**src/rtl/uart_autobaud.sv**
```systemverilog
`timescale 1ns/1ps
// Auto-baud controller: times a 0x55 sync character on the synchronized RX line
// and publishes the 16x oversampling tick divisor for the baud generator.
module uart_autobaud #(
    parameter int CNT_W        = 20,
    parameter int DVSR_W       = CNT_W - 7,
    parameter int DEFAULT_DVSR = 53,
    parameter int IDLE_CYCLES  = 16
) (
    input  logic              clk,
    input  logic              reset,
    input  logic              rx,
    input  logic              start,
    input  logic              abort,
    output logic [DVSR_W-1:0] dvsr,
    output logic              dvsr_valid,
    output logic              locked,
    output logic              busy,
    output logic              error
);

    localparam int                IDLE_W = $clog2(IDLE_CYCLES + 1);
    localparam logic [CNT_W-1:0]  C_MAX  = '1;
    localparam logic [CNT_W-1:0]  N_MAX  = CNT_W'(1) << DVSR_W;

    typedef enum logic [2:0] {
        S_IDLE,
        S_WAIT_IDLE,
        S_WAIT_START,
        S_MEASURE,
        S_CALC
    } state_t;

    state_t              state_reg, state_next;
    logic                rx_q_reg;
    logic [IDLE_W-1:0]   idle_cnt_reg, idle_cnt_next;
    logic [CNT_W-1:0]    c_reg, c_next;
    logic [CNT_W-1:0]    i_reg, i_next;
    logic [CNT_W-1:0]    r_reg, r_next;
    logic [2:0]          edge_cnt_reg, edge_cnt_next;
    logic [DVSR_W-1:0]   dvsr_reg, dvsr_next;
    logic                locked_reg, locked_next;
    logic                valid_reg, valid_next;
    logic                error_reg, error_next;
    logic                busy_reg, busy_next;

    logic                fall;
    logic [CNT_W-1:0]    i_cur;
    logic [CNT_W-1:0]    r_quarter;
    logic [CNT_W-1:0]    i_lo;
    logic [CNT_W:0]      i_hi;
    logic                in_range;
    logic [CNT_W-1:0]    n_val;
    logic                calc_ok;

    // Every edge sees the same one-cycle detect delay, so measured spans are exact.
    assign fall      = rx_q_reg & ~rx;
    // i_cur counts the cycles since the previous edge, including the current one.
    assign i_cur     = i_reg + 1'b1;
    assign r_quarter = r_reg >> 2;
    assign i_lo      = r_reg - r_quarter;
    assign i_hi      = {1'b0, r_reg} + {1'b0, r_quarter};
    assign in_range  = (i_cur >= i_lo) && ({1'b0, i_cur} <= i_hi);
    // Eight bit times of 16 ticks each: round C/128 to get ticks per period.
    assign n_val     = CNT_W'((c_reg + CNT_W'(64)) >> 7);
    assign calc_ok   = (n_val >= CNT_W'(2)) && (n_val <= N_MAX);

    always_comb begin
        state_next    = state_reg;
        idle_cnt_next = idle_cnt_reg;
        c_next        = c_reg;
        i_next        = i_reg;
        r_next        = r_reg;
        edge_cnt_next = edge_cnt_reg;
        dvsr_next     = dvsr_reg;
        locked_next   = locked_reg;
        valid_next    = 1'b0;
        error_next    = 1'b0;

        if (state_reg != S_IDLE && abort) begin
            state_next = S_IDLE;
        end else begin
            case (state_reg)
                S_IDLE: begin
                    if (start && !abort) begin
                        state_next    = S_WAIT_IDLE;
                        idle_cnt_next = '0;
                    end
                end
                S_WAIT_IDLE: begin
                    if (!rx) begin
                        idle_cnt_next = '0;
                    end else if (idle_cnt_reg == IDLE_W'(IDLE_CYCLES - 1)) begin
                        state_next = S_WAIT_START;
                    end else begin
                        idle_cnt_next = idle_cnt_reg + 1'b1;
                    end
                end
                S_WAIT_START: begin
                    if (fall) begin
                        state_next    = S_MEASURE;
                        c_next        = '0;
                        i_next        = '0;
                        edge_cnt_next = 3'd1;
                    end
                end
                S_MEASURE: begin
                    c_next = (c_reg == C_MAX) ? c_reg : c_reg + 1'b1;
                    i_next = i_cur;
                    if (c_reg == C_MAX) begin
                        error_next = 1'b1;
                        state_next = S_IDLE;
                    end else if (fall) begin
                        i_next        = '0;
                        edge_cnt_next = edge_cnt_reg + 1'b1;
                        if (edge_cnt_reg == 3'd1) begin
                            r_next = i_cur;
                        end
                        if (edge_cnt_reg != 3'd1 && !in_range) begin
                            error_next = 1'b1;
                            state_next = S_IDLE;
                        end else if (edge_cnt_reg == 3'd4) begin
                            state_next = S_CALC;
                        end
                    end
                end
                S_CALC: begin
                    state_next = S_IDLE;
                    if (calc_ok) begin
                        dvsr_next   = DVSR_W'(n_val - 1'b1);
                        valid_next  = 1'b1;
                        locked_next = 1'b1;
                    end else begin
                        error_next = 1'b1;
                    end
                end
                default: state_next = S_IDLE;
            endcase
        end

        busy_next = (state_next != S_IDLE);
    end

    always_ff @(posedge clk or posedge reset) begin
        if (reset) begin
            state_reg    <= S_IDLE;
            rx_q_reg     <= 1'b1;
            idle_cnt_reg <= '0;
            c_reg        <= '0;
            i_reg        <= '0;
            r_reg        <= '0;
            edge_cnt_reg <= '0;
            dvsr_reg     <= DVSR_W'(DEFAULT_DVSR);
            locked_reg   <= 1'b0;
            valid_reg    <= 1'b0;
            error_reg    <= 1'b0;
            busy_reg     <= 1'b0;
        end else begin
            state_reg    <= state_next;
            rx_q_reg     <= rx;
            idle_cnt_reg <= idle_cnt_next;
            c_reg        <= c_next;
            i_reg        <= i_next;
            r_reg        <= r_next;
            edge_cnt_reg <= edge_cnt_next;
            dvsr_reg     <= dvsr_next;
            locked_reg   <= locked_next;
            valid_reg    <= valid_next;
            error_reg    <= error_next;
            busy_reg     <= busy_next;
        end
    end

    assign dvsr       = dvsr_reg;
    assign dvsr_valid = valid_reg;
    assign locked     = locked_reg;
    assign busy       = busy_reg;
    assign error      = error_reg;

endmodule

```
**config.mk**
```make
export PLATFORM = sky130hd
export DESIGN_NAME = uart_autobaud
export DESIGN_NICKNAME = d
export VERILOG_FILES = /design/src/rtl/uart_autobaud.sv
export SDC_FILE = /design/constraint.sdc
export NUM_CORES = 1
export LEC_CHECK = 0
export ABC_AREA = 1
export ABC_CLOCK_PERIOD_IN_PS = 4800
export BUFFER_PORTS_ARGS = -buffer_cell sky130_fd_sc_hd__buf_4
export CAP_MARGIN = 20
export CORE_UTILIZATION = 55
export DETAILED_ROUTE_END_ITERATION = 10
export PLACE_DENSITY = 0.72
export SYNTH_ARGS = -nofsm -noshare
export SYNTH_HDL_FRONTEND = slang
export SYNTH_SLANG_ARGS = --single-unit
export TNS_END_PERCENT = 30
```
**constraint.sdc**
```tcl
create_clock -name clk -period 4.8 [get_ports clk]
set_input_delay 0.48 -clock clk [delete_from_list [all_inputs] [get_ports clk]]
set_output_delay 0.48 -clock clk [all_outputs]
set_load 0.05 [all_outputs]
```
* Word level (Yosys, flattened, before mapping)
Cells that the tools add are included.
Word-level totals: bits in registers 89, logic and storage cells 93, output and inout bits 17
Cells by class: bitwise logic cells 4, mux-type cells 33, add/subtract/negate cells 8, equality and inequality tests 14, magnitude comparators 4, reductions and logical operators 18
Operators by type and width (count):
- 2-to-1 mux 20 bit | 4
- case mux 20 bit (2 select lines) | 2
- adder 20 x 1 -> 20 bit (second input constant) | 2
- 2-to-1 mux 3 bit | 12
- adder 20 x 18 -> 21 bit | 1
- less-or-equal comparator 20 x 21 -> 1 bit | 1
- adder 20 x 7 -> 20 bit (second input constant) | 1
- equality test 20 bit (second input constant) | 1
- greater-or-equal comparator 20 bit | 1
- subtractor 20 x 18 -> 20 bit | 1
- 2-to-1 mux 5 bit | 3
- less-or-equal comparator 13 x 14 -> 1 bit (second input constant) | 1
- greater-or-equal comparator 13 x 2 -> 1 bit (second input constant) | 1
- subtractor 13 x 1 -> 13 bit (second input constant) | 1
- case mux 3 bit (4 select lines) | 1
- case mux 5 bit (2 select lines) | 1
- AND reduction 5 bit | 2
- 2-to-1 mux 1 bit | 8
- != test 2 bit (second input constant) | 4
- AND reduction 4 bit | 2
- equality test 3 x 1 -> 1 bit (second input constant) | 2
- equality test 3 x 2 -> 1 bit (second input constant) | 2
- equality test 3 bit (second input constant) | 2
- case mux 3 bit (2 select lines) | 1
- other kinds (14) | 24

* Logic depth before layout (Yosys ltp)
Gate-level depths: netlist of the first run.
word-level depth 11, mapped depth 30

* Worst setup path before layout of the first run
Ideal clock, no wire load.
path kind flip-flop to flip-flop, from register r_reg[2], to register busy_reg, in the netlist busy, cell stages (with the launch flop) 22, path slack 1.200 ns, required time 4.731 ns, arrival 3.531 ns, setup time 0.069 ns, path buffers 0, path through dfrtp_1 ha_1 inv_1 fa_1 o31ai_1 nand3_1 nand2_1 a31oi_1 o21ai_0 a21oi_1 xor2_1 ha_1 nand2_1 nor4_1 nand4_1 nand2_1 nor2_1 nand2_1 nand2_1 a21boi_0 nand2_1 nand3_1
On the way: cells in the longest elaborated chain, start to end 11, elaborated cells on any way between the ends 13
RTL lines:
- start, declared | line 39 | logic [CNT_W-1:0] r_reg, r_next;
- start signal, assigned | line 164 | r_reg <= r_next;
- adder 20 x 18 -> 21 bit or subtractor 20 x 18 -> 20 bit (tied branches) | line 62, 61
- less-or-equal comparator 20 x 21 -> 1 bit or greater-or-equal comparator 20 bit (tied branches) | line 63 | assign in_range = (i_cur >= i_lo) && ({1'b0, i_cur} <= i_hi);
- logical AND 1 bit (*) | line 63
- zero test 1 bit (*) | line 119 | if (edge_cnt_reg != 3'd1 && !in_range) begin
- logical AND 1 bit (*) | line 119
- 2-to-1 mux 3 bit (*) | line 119
- 2-to-1 mux 3 bit (*) | line 113 | end else if (fall) begin
- 2-to-1 mux 3 bit (*) | line 110 | if (c_reg == C_MAX) begin
- case mux 3 bit (4 select lines) (*) | line 83 | case (state_reg)
- 2-to-1 mux 3 bit (*) | line 80 | if (state_reg != S_IDLE && abort) begin
- nonzero test 3 bit (*) | line 141 | busy_next = (state_next != S_IDLE);
- named net busy_next | line 45 | logic busy_reg, busy_next;
- end signal, assigned | line 170 | busy_reg <= busy_next;
- end, declared | line 45
Mark *: on every way through the listed nets, which the timed path passes. The rest lies on a longest branch. A chain may end at the register's enable or synchronous reset.

* Worst setup path in the final report of the first run
Ends and elaborated chain as after synthesis.

==> results of run 1 <==
[power breakdown]
| group | internal [W] | switching, W |
|---|---|---|
| clock network | 0.000485 | 0.000296 |
| logic | 0.000739 | 0.00126 |
| registers | 0.000899 | 0.000151 |
| total | 0.00212 | 0.00171 |
[metal layers]
layer	wire length (um)	vias up	global-route usage [%]
met5	0	-	0
met4	421	0	10.0
met3	530	28	2.81
met2	7630	105	41.0
met1	7930	2966	34.9
li1	-	3234	-
[logic make-up (layout without fill, tap and decap cells)]
kind of cell / after synthesis / after routing / share of synthesized area, %
simple gates: 369 / 369 / 22.4
mux: 1 / 1 / 0.136
fa+ha+maj: 88 / 88 / 15.1
compound gates: 187 / 187 / 14.5
flops: 89 / 89 / 30.3
xor+xnor: 73 / 73 / 8.77
buf+inv: 166 / 186 / 8.77
[cell type report]
class                           count  area share, %
Multi-Input combinational cell    718           56.1
Sequential cell                    89           27.9
Clock buffer                       12           3.20
Clock inverter                      4          0.937
Tap cell                          172           2.69
Timing Repair Buffer               25           2.34
Inverter                          145           6.81
[synthesized netlist by cell type, drive strengths merged]
cell / n
nand2: 190
inv: 145
nor2: 87
ha: 86
dfrtp: 84
a21oi: 75
o21ai: 72
xor2: 66
nand3: 39
nor3: 22
clkbuf: 14
nand4: 14
o22ai: 12
nor4: 8
buf: 7
xnor2: 7
a31oi: 5
dfstp: 5
o31ai: 5
a211oi: 4
nor3b: 4
o211ai: 3
o21a: 3
a21boi: 2
a21o: 2
and3: 2
fa: 2
or2: 2
a311oi: 1
a32o: 1
mux2i: 1
nor4b: 1
o21bai: 1
o32ai: 1
[worst register-to-register path, delay by kind of cell, from the launching register on]
family | cells | cell delay [ns]
buffers and inverters | 1 | 0.07
xor gates and xnor gates | 1 | 0.18
adders and majority gates | 3 | 0.91
AOI/OAI and AO/OA | 5 | 1.39
and+or+nand+nor | 11 | 1.20
DFF | 1 | 0.43
[metrics by stage]
stage	setup WS, ns	instances	util (%)	total power [W]
floorplan	1.20	973	-	0.00256
global placement	0.794	1149	59.9	0.00299
detailed placement	0.588	1149	59.9	0.00304
CTS	0.558	1165	62.4	0.00384
global route	0.110	1165	62.4	0.00423
finish	0.554	1165	62.4	0.00383
[cells in the final DEF, fill, tap and decap left out, types with 7 or more instances in the layout]
master	instances
nand2_1	177
inv_1	136
ha_1	86
dfrtp_1	84
nor2_1	81
a21oi_1	75
xor2_1	65
o21ai_0	54
nand3_1	35
buf_4	25
nor3_1	20
nand4_1	13
o21ai_2	13
nand2_2	12
o22ai_1	12
clkbuf_16	9
nor4_1	8
inv_2	8
xnor2_1	7
[worst max path at each step]
stage | from | endpoint | slack (ns) | depth (start not counted)
2_1_floorplan | r_reg[2] | busy | 1.20 | 21
3_3_place_gp | r_reg[2] | busy | 0.79 | 21
3_5_place_dp | r_reg[2] | busy | 0.59 | 21
4_1_cts | r_reg[2] | busy | 0.56 | 21
5_1_grt | i_reg[0] | busy | 0.11 | 24
6_report | r_reg[2] | busy | 0.55 | 21
==> impl_metrics.tcl, run 1 <==
set metrics [dict create \
    cts_inserted_buffers 9 \
    slowest_stage "o31ai_1" \
    port_buffers 21 \
    reg2reg_depth 21 \
    wire_per_inst_um 14.2 \
    slowest_delay_ns 0.60 \
    period_share_pct 88.5 \
    hold_end "rx_q_reg" \
    hold_ws_ns 0.263 \
    grt-ovfl-total 0 \
    track_usage_pct 25.4 \
    drtIter0Drc 472 \
    drtAntennaViolNets 0 \
    p_leak_nw 4.08 \
    ys_top_cells_by_area "dfrtp_1, ha_1, nand2_1" \
    drt_first_pass_iters 5 \
    die_h_um 118 \
    worst_hold_path_type "in -> reg" \
    slew_headroom_pct 44.1 \
    path_common_cell "nand2_1" \
    min-delay-start "rx" \
    tns_ns 0 \
    critPathMaxFanout 5 \
    antenna_found_initial 0 \
    grt_pass1_vias 6143 \
    grt_pass1_wl_mm 28.7 \
    dieArea_um2 13900 \
    die_x_um 118 \
    cts-resized-gates 0 \
    vias_per_cell 5.44 \
    cts_tree "done" \
    multi_input_area_um2 4500 \
    slew_violations 0 \
    ys_seq_elements 89 \
    gp_congestion 0.868 \
    ff_latch_area_um2 2230 \
    ioPinCount 22 \
    endpoint_kind "flop" \
    r2r_end "busy" \
    timing.fmax_mhz 236 \
    yosys.area.top_type_share_pct 28.5 \
    path_cells "ha_1 > inv_1 > fa_1 > o31ai_1 > nand3_1 > nand2_1 > a31oi_1 > o21ai_0 > a21oi_1 > xor2_1 > ha_1 > nand2_1 > nor4_1 > nand4_1 > nand2_1 > nor2_1 > nand2_1 > nand2_1 > a21boi_0 > nand2_1 > nand3_1" \
    htree_levels 3 \
    avgSynthCellArea_um2 7.58 \
    syn_nets 1066 \
    hpwl_mm 12.9 \
    clockBufferDepth 2 \
    yosysWarnings 0 \
    via_count 6333 \
    clk_latency_ns 0.34 \
    diodes 0 \
    nets 1081 \
    peakVddDrop_v 0.000179 \
    synthDistinctLibCells 51 \
    start_util_pct 57.5 \
    clkTransAtPathRegs_ns 0.06 \
    skew_ns 0.00642 \
    synthToLayoutAreaGrowth_pct 8.58 \
    holdPathStages 1 \
    powerDensity_nw_per_um2 479 \
    clock_sinks 89 \
    post_cts_buffers 0 \
    netlist_area_um2 7380 \
    worst-slew-pin-transition_ns 0.837 \
    drive_gt1_share_pct 9.57 \
    status "finished, final reports clean" \
    cp-start-kind "flop" \
    crit_family "compound AO/OA/AOI/OAI gates" \
    critPathRequiredTime_ns 5.08 \
    fillers 1180 \
    yosysSeqAreaShare_pct 30.3 \
    cap_violations 0 \
    hold_violations 0 \
    grt_max_degree 49 \
    fp-row-count 41 \
    finalSetupViolCount 0 \
    final_area_um2 8010 \
    reg2reg_slack_ns 0.55 \
    synth_area_leader_cell "dfrtp_1" \
    critPathKind "reg -> reg" \
    cts_root_buffer "clkbuf_16" \
    period_minus_slack_ns 4.25 \
    postCtsHoldBufs 0 \
    grt_setup_unrepaired "false" \
    synthCells 973 \
    drt-total-wl_mm 16.5 \
    cp_data_arrival_time_ns 4.52 \
    crit_buf_inv 1 \
    drc 0 \
    dpl-instance-area_um2 7680 \
    fp.coreArea_um2 12800 \
    worstReg2RegStart "r_reg[2]" \
]
No activity file was read; power rests on OpenSTA's default activity.
==> inputs of run 2 (changes only) <==
--- a/config.mk
+++ b/config.mk
@@ -10,6 +10,7 @@
 export BUFFER_PORTS_ARGS = -buffer_cell sky130_fd_sc_hd__buf_4
 export CAP_MARGIN = 20
 export CORE_UTILIZATION = 55
+export CTS_BUF_LIST = sky130_fd_sc_hd__clkbuf_8
 export DETAILED_ROUTE_END_ITERATION = 10
 export PLACE_DENSITY = 0.72
 export SYNTH_ARGS = -nofsm -noshare
==> run 2 against run 1 <==
Utilization is 0.79 points lower; flip-flop and latch count stayed put; global-route usage is 0.25 points lower; first-iteration DRC count is 13% lower; largest cell class unchanged; highest routed layer unchanged; final area is 1.3% lower; power is 5.0% lower; combinational power hardly changed; sequential power hardly changed; maximum frequency is 0.42% lower.
==> impl_metrics.tcl, run 2 (same netlist as run 1, synthesis figures left out) <==
set metrics [dict create \
    vias_per_cell 5.42 \
    nets 1081 \
    p_leak_nw 4.04 \
    slowest_delay_ns 0.59 \
    final_common_cell "nand2_1" \
    clockBufferDepth 2 \
    start_util_pct 57.5 \
    track_usage_pct 25.2 \
    cts_root_buffer "clkbuf_8" \
    worstReg2RegStart "r_reg[2]" \
    drtAntennaViolNets 0 \
    path_cells "ha_1 > inv_1 > fa_1 > o31ai_1 > nand3_1 > nand2_1 > a31oi_1 > o21ai_0 > a21oi_1 > xor2_1 > ha_1 > nand2_1 > nor4_1 > nand4_1 > nand2_1 > nor2_1 > nand2_1 > nand2_1 > a21boi_0 > nand2_1 > nand3_1" \
    fillers 1193 \
    ioPinCount 22 \
    slowest_stage "o31ai_1" \
    drtIter0Drc 410 \
    hold_violations 0 \
    postCtsHoldBufs 0 \
    die_h_um 118 \
    drt-total-wl_mm 16.4 \
    cts_inserted_buffers 9 \
    skew_ns 0.0134 \
    gp_congestion 0.868 \
    antenna_found_initial 0 \
    post_cts_buffers 0 \
    fp.coreArea_um2 12800 \
    path_common_cell "nand2_1" \
    holdPathStages 1 \
    crit_start "r_reg[2]" \
    clock_sinks 89 \
    endpoint_kind "flop" \
    clk_latency_ns 0.37 \
    fin_util_pct 61.7 \
    peakVddDrop_v 0.000188 \
    htree_levels 3 \
    cts_tree "done" \
    hpwl_mm 12.9 \
    dieArea_um2 13900 \
    period_share_pct 88.8 \
    mostFrequentLayoutCells "nand2_1, inv_1, ha_1" \
    cap_violations 0 \
    timing.fmax_mhz 235 \
    powerDensity_nw_per_um2 461 \
    critPathRequiredTime_ns 5.10 \
    cp_data_arrival_time_ns 4.56 \
    hold_ws_ns 0.239 \
    fin_cells 1165 \
    critPathKind "reg -> reg" \
    status "finished, final reports clean" \
    worst-slew-pin-transition_ns 0.830 \
    via_count 6311 \
    min-delay-start "rx" \
    dp_cells 1149 \
    drt_first_pass_iters 4 \
    finalSetupViolCount 0 \
    cts-resized-gates 0 \
    drc 0 \
    drive_gt1_share_pct 9.57 \
    grt_pass1_wl_mm 28.5 \
    slew_headroom_pct 44.6 \
    period_minus_slack_ns 4.26 \
    wire_per_inst_um 14.1 \
    fp-row-count 41 \
    clkTransAtPathRegs_ns 0.09 \
    grt-ovfl-total 0 \
    worst_hold_path_type "in -> reg" \
    die_x_um 118 \
    synthToLayoutAreaGrowth_pct 7.21 \
    slew_violations 0 \
    grt_pass1_vias 6067 \
    port_buffers 21 \
    critPathMaxFanout 5 \
    cp-start-kind "flop" \
    reg2reg_slack_ns 0.54 \
    reg2reg_depth 21 \
    grt_max_degree 49 \
    diodes 0 \
    tns_ns 0 \
    grt_setup_unrepaired "false" \
]
[run 2: area by class of cell]
cell class | count | area, um^2 | area share (%)
timing repair buffer | 25 | 188 | 2.37
multi-input combinational | 718 | 4500 | 56.9
sequential | 89 | 2230 | 28.2
inverter | 145 | 546 | 6.90
clock buffer | 11 | 151 | 1.91
clock inverter | 5 | 78.8 | 0.997
tap | 172 | 215 | 2.72
[run 2: worst paths after layout]
kind                                  end
min in group asynchronous       c_reg[10]
worst max-delay path                 busy
max in group asynchronous         dvsr[4]
worst min-delay path             rx_q_reg
worst min register to register     locked
worst max register to register       busy
[run 2: metrics by stage]
step / setup slack (ns) / area, um^2 / power (W)
4_1_cts: 0.551 / 7910 / 0.00365
3_3_place_gp: 0.794 / 7680 / 0.00299
6_report: 0.536 / 7910 / 0.00364
3_5_place_dp: 0.588 / 7680 / 0.00304
5_1_grt: 0.0985 / 7910 / 0.00404
2_1_floorplan: 1.20 / 7380 / 0.00256
[run 2: critical path, delay by kind of cell, from the launching register on]
| family | cells | cell delay, ns |
|---|---|---|
| buf+inv | 1 | 0.07 |
| simple gates | 11 | 1.22 |
| compound gates | 5 | 1.38 |
| xor+xnor | 1 | 0.18 |
| flops | 1 | 0.44 |
| fa+ha+maj | 3 | 0.91 |
[run 2: report_power, final]
group          switching [W]  internal [W]
logic                0.00126      0.000739
registers           0.000150      0.000898
clock network       0.000275      0.000320
[run 2: routing by layer]
| metal | wire (um) | track usage, % |
|---|---|---|
| met2 | 7530 | 40.4 |
| met3 | 469 | 2.71 |
| met5 | 0 | 0 |
| met4 | 411 | 9.38 |
| met1 | 8030 | 35.0 |
==> inputs of run 3 (changes only) <==
--- a/config.mk
+++ b/config.mk
@@ -6,7 +6,7 @@
 export NUM_CORES = 1
 export LEC_CHECK = 0
 export ABC_AREA = 1
-export ABC_CLOCK_PERIOD_IN_PS = 4800
+export ABC_CLOCK_PERIOD_IN_PS = 4070
 export BUFFER_PORTS_ARGS = -buffer_cell sky130_fd_sc_hd__buf_4
 export CAP_MARGIN = 20
 export CORE_UTILIZATION = 55
==> constraint.sdc (replaced) <==
create_clock -name clk -period 4.07 [get_ports clk]
set_input_delay 0.407 -clock clk [delete_from_list [all_inputs] [get_ports clk]]
set_output_delay 0.407 -clock clk [all_outputs]
set_load 0.05 [all_outputs]
==> run 3 against run 2 <==
Final cell count grew 1.4%; clock-buffer cell count shrank 1; utilization increased by 1.9 points; via count down 0.68%; critical path type unchanged; hold slack got worse by 0.12 ns; largest power group unchanged; flip-flop and latch count is the same.
==> impl_metrics.tcl, run 3 (same netlist as run 1, synthesis figures left out) <==
set metrics [dict create \
    wire_per_inst_um 14.2 \
    power.net_switching_w 0.00207 \
    worst_hold_path_type "in -> async" \
    hold_violations 0 \
    reg2reg_depth 24 \
    drc 0 \
    gp_congestion 0.886 \
    grt_pass1_vias 6021 \
    grt_pass1_wl_mm 28.6 \
    endpoint_kind "flop" \
    cts_inserted_buffers 9 \
    p_leak_nw 4.12 \
    cts_tree "done" \
    timing.fmax_mhz 271 \
    nets 1097 \
    fp.coreArea_um2 12800 \
    fin_cells 1181 \
    dp_cells 1162 \
    die_x_um 118 \
    dpl-instance-area_um2 7770 \
    status "finished, final reports clean" \
    pwr-share-seq_pct 27.5 \
    postCtsHoldBufs 0 \
    hpwl_mm 13.0 \
    via_count 6268 \
    reg2reg_slack_ns 0.38 \
    slew_violations 0 \
    drt_first_pass_iters 5 \
    worstReg2RegStart "r_reg[11]" \
    die_h_um 118 \
    hold_ws_ns 0.114 \
    p_int_w 0.00238 \
    cp_data_arrival_time_ns 4.01 \
    clock_sinks 89 \
    drt-total-wl_mm 16.8 \
    htree_levels 3 \
    finalSetupViolCount 0 \
    start_util_pct 57.5 \
    fillers 1201 \
    antenna_found_initial 0 \
    r2r_end "busy" \
    powerDensity_nw_per_um2 546 \
    dieArea_um2 13900 \
    critPathRequiredTime_ns 4.39 \
    vias_per_cell 5.31 \
    grt-ovfl-total 0 \
    critPathMaxFanout 8 \
    pre_cts_ws_ns 0.112 \
    cts_root_buffer "clkbuf_8" \
    drtAntennaViolNets 0 \
    track_usage_pct 25.5 \
    worst-slew-pin-transition_ns 0.704 \
    mostFrequentLayoutCells "nand2_1, inv_1, nor2_1" \
    clockBufferDepth 2 \
    port_buffers 21 \
    slew_headroom_pct 53.0 \
    fin_util_pct 63.6 \
    final_area_um2 8150 \
    period_share_pct 90.7 \
    clk_latency_ns 0.38 \
    p_comb_share_pct 56.9 \
    swShare_pct 46.5 \
    clkTransAtPathRegs_ns 0.09 \
    drtIter0Drc 347 \
    peakVddDrop_v 0.000230 \
    ioPinCount 22 \
    cp-start-kind "flop" \
    final_common_cell "nand2_1" \
    period_minus_slack_ns 3.69 \
    drive_gt1_share_pct 13.8 \
    power_frac_clock_pct 15.6 \
    grt_max_degree 37 \
    synthToLayoutAreaGrowth_pct 10.5 \
    cap_violations 0 \
    diodes 0 \
    fin_ws_ns 0.378 \
    critPathKind "reg -> reg" \
    skew_ns 0.00838 \
    fp-row-count 41 \
]
==> run 3: cell types whose count changed in the layout (fill, tap and decap cells not counted), sizes merged <==
cell,previous run,this run
inv,145,146
clkinv,1,2
buf,25,41
clkbuf,11,10
clkinvlp,2,1
==> run 3: per-layer routing <==
metal | GRT usage, % | vias to the layer above | wire length [um]
met3 | 3.49 | 17 | 504
met2 | 41.2 | 90 | 7740
met4 | 7.21 | 0 | 274
li1 | - | 3271 | -
met5 | 0 | - | 0
met1 | 35.6 | 2890 | 8230
==> run 3: metrics by stage <==
step                      TNS, ns  total power (W)
after detailed placement        0          0.00363
final                           0          0.00445
after global placement          0          0.00359
after floorplan                 0          0.00302
after CTS                       0          0.00434
after global routing      -0.0298          0.00491
==> run 3: power by group through the flow <==
stage / logic [W] / clock network (W) / registers (W)
2_1_floorplan: 0.00180 / 0 / 0.00122
3_3_place_gp: 0.00235 / 0 / 0.00123
3_5_place_dp: 0.00240 / 0 / 0.00123
4_1_cts: 0.00241 / 0.000712 / 0.00122
5_1_grt: 0.00290 / 0.000749 / 0.00125
6_report: 0.00253 / 0.000694 / 0.00123
==> run 3: worst max-delay path, cell delays in order, from the launching register on <==
cell     delay (ns)
dfrtp_1        0.47
inv_1          0.07
ha_2           0.41
inv_1          0.09
a21oi_1        0.14
o21ai_0        0.11
a21oi_1        0.14
nand2_1        0.14
a31oi_1        0.28
o21ai_2        0.10
a21oi_1        0.19
xor2_1         0.10
ha_1           0.30
nand2_1        0.08
nor4_2         0.27
nand4_1        0.11
nand2_1        0.09
nor2_1         0.04
nand2_1        0.08
nand2_2        0.06
nand2_1        0.06
nand3_1        0.08
nand2_1        0.07
nand2_1        0.06
nand3_1        0.08
==> run 3: how the worst max path moves through the flow <==
stage / start / end / slack, ns / cells past startpoint
after floorplan: r_reg[2] / busy / 0.47 / 21
after global placement: r_reg[2] / busy / 0.27 / 21
after detailed placement: r_reg[2] / busy / 0.11 / 21
after CTS: r_reg[2] / busy / 0.08 / 21
after global routing: r_reg[0] / busy / -0.03 / 28
final: r_reg[11] / busy / 0.38 / 24
==> run 3: repair_timing <==
item                                    in CTS  in global routing
buffers inserted                             0                  3
endpoints found under the setup margin       0                  5
gates resized for setup                      0                 38
hold endpoints to repair                     0                  0
==> run 3: layout make-up <==
class                      instances  area (um^2)  share of cell area, %
clock inverter                     6         83.8                   1.03
sequential                        89         2240                   27.5
multi-input combinational        718         4620                   56.7
clock buffer                      10          138                   1.69
timing repair buffer              41          308                   3.78
tap                              172          215                   2.64
inverter                         145          546                   6.69
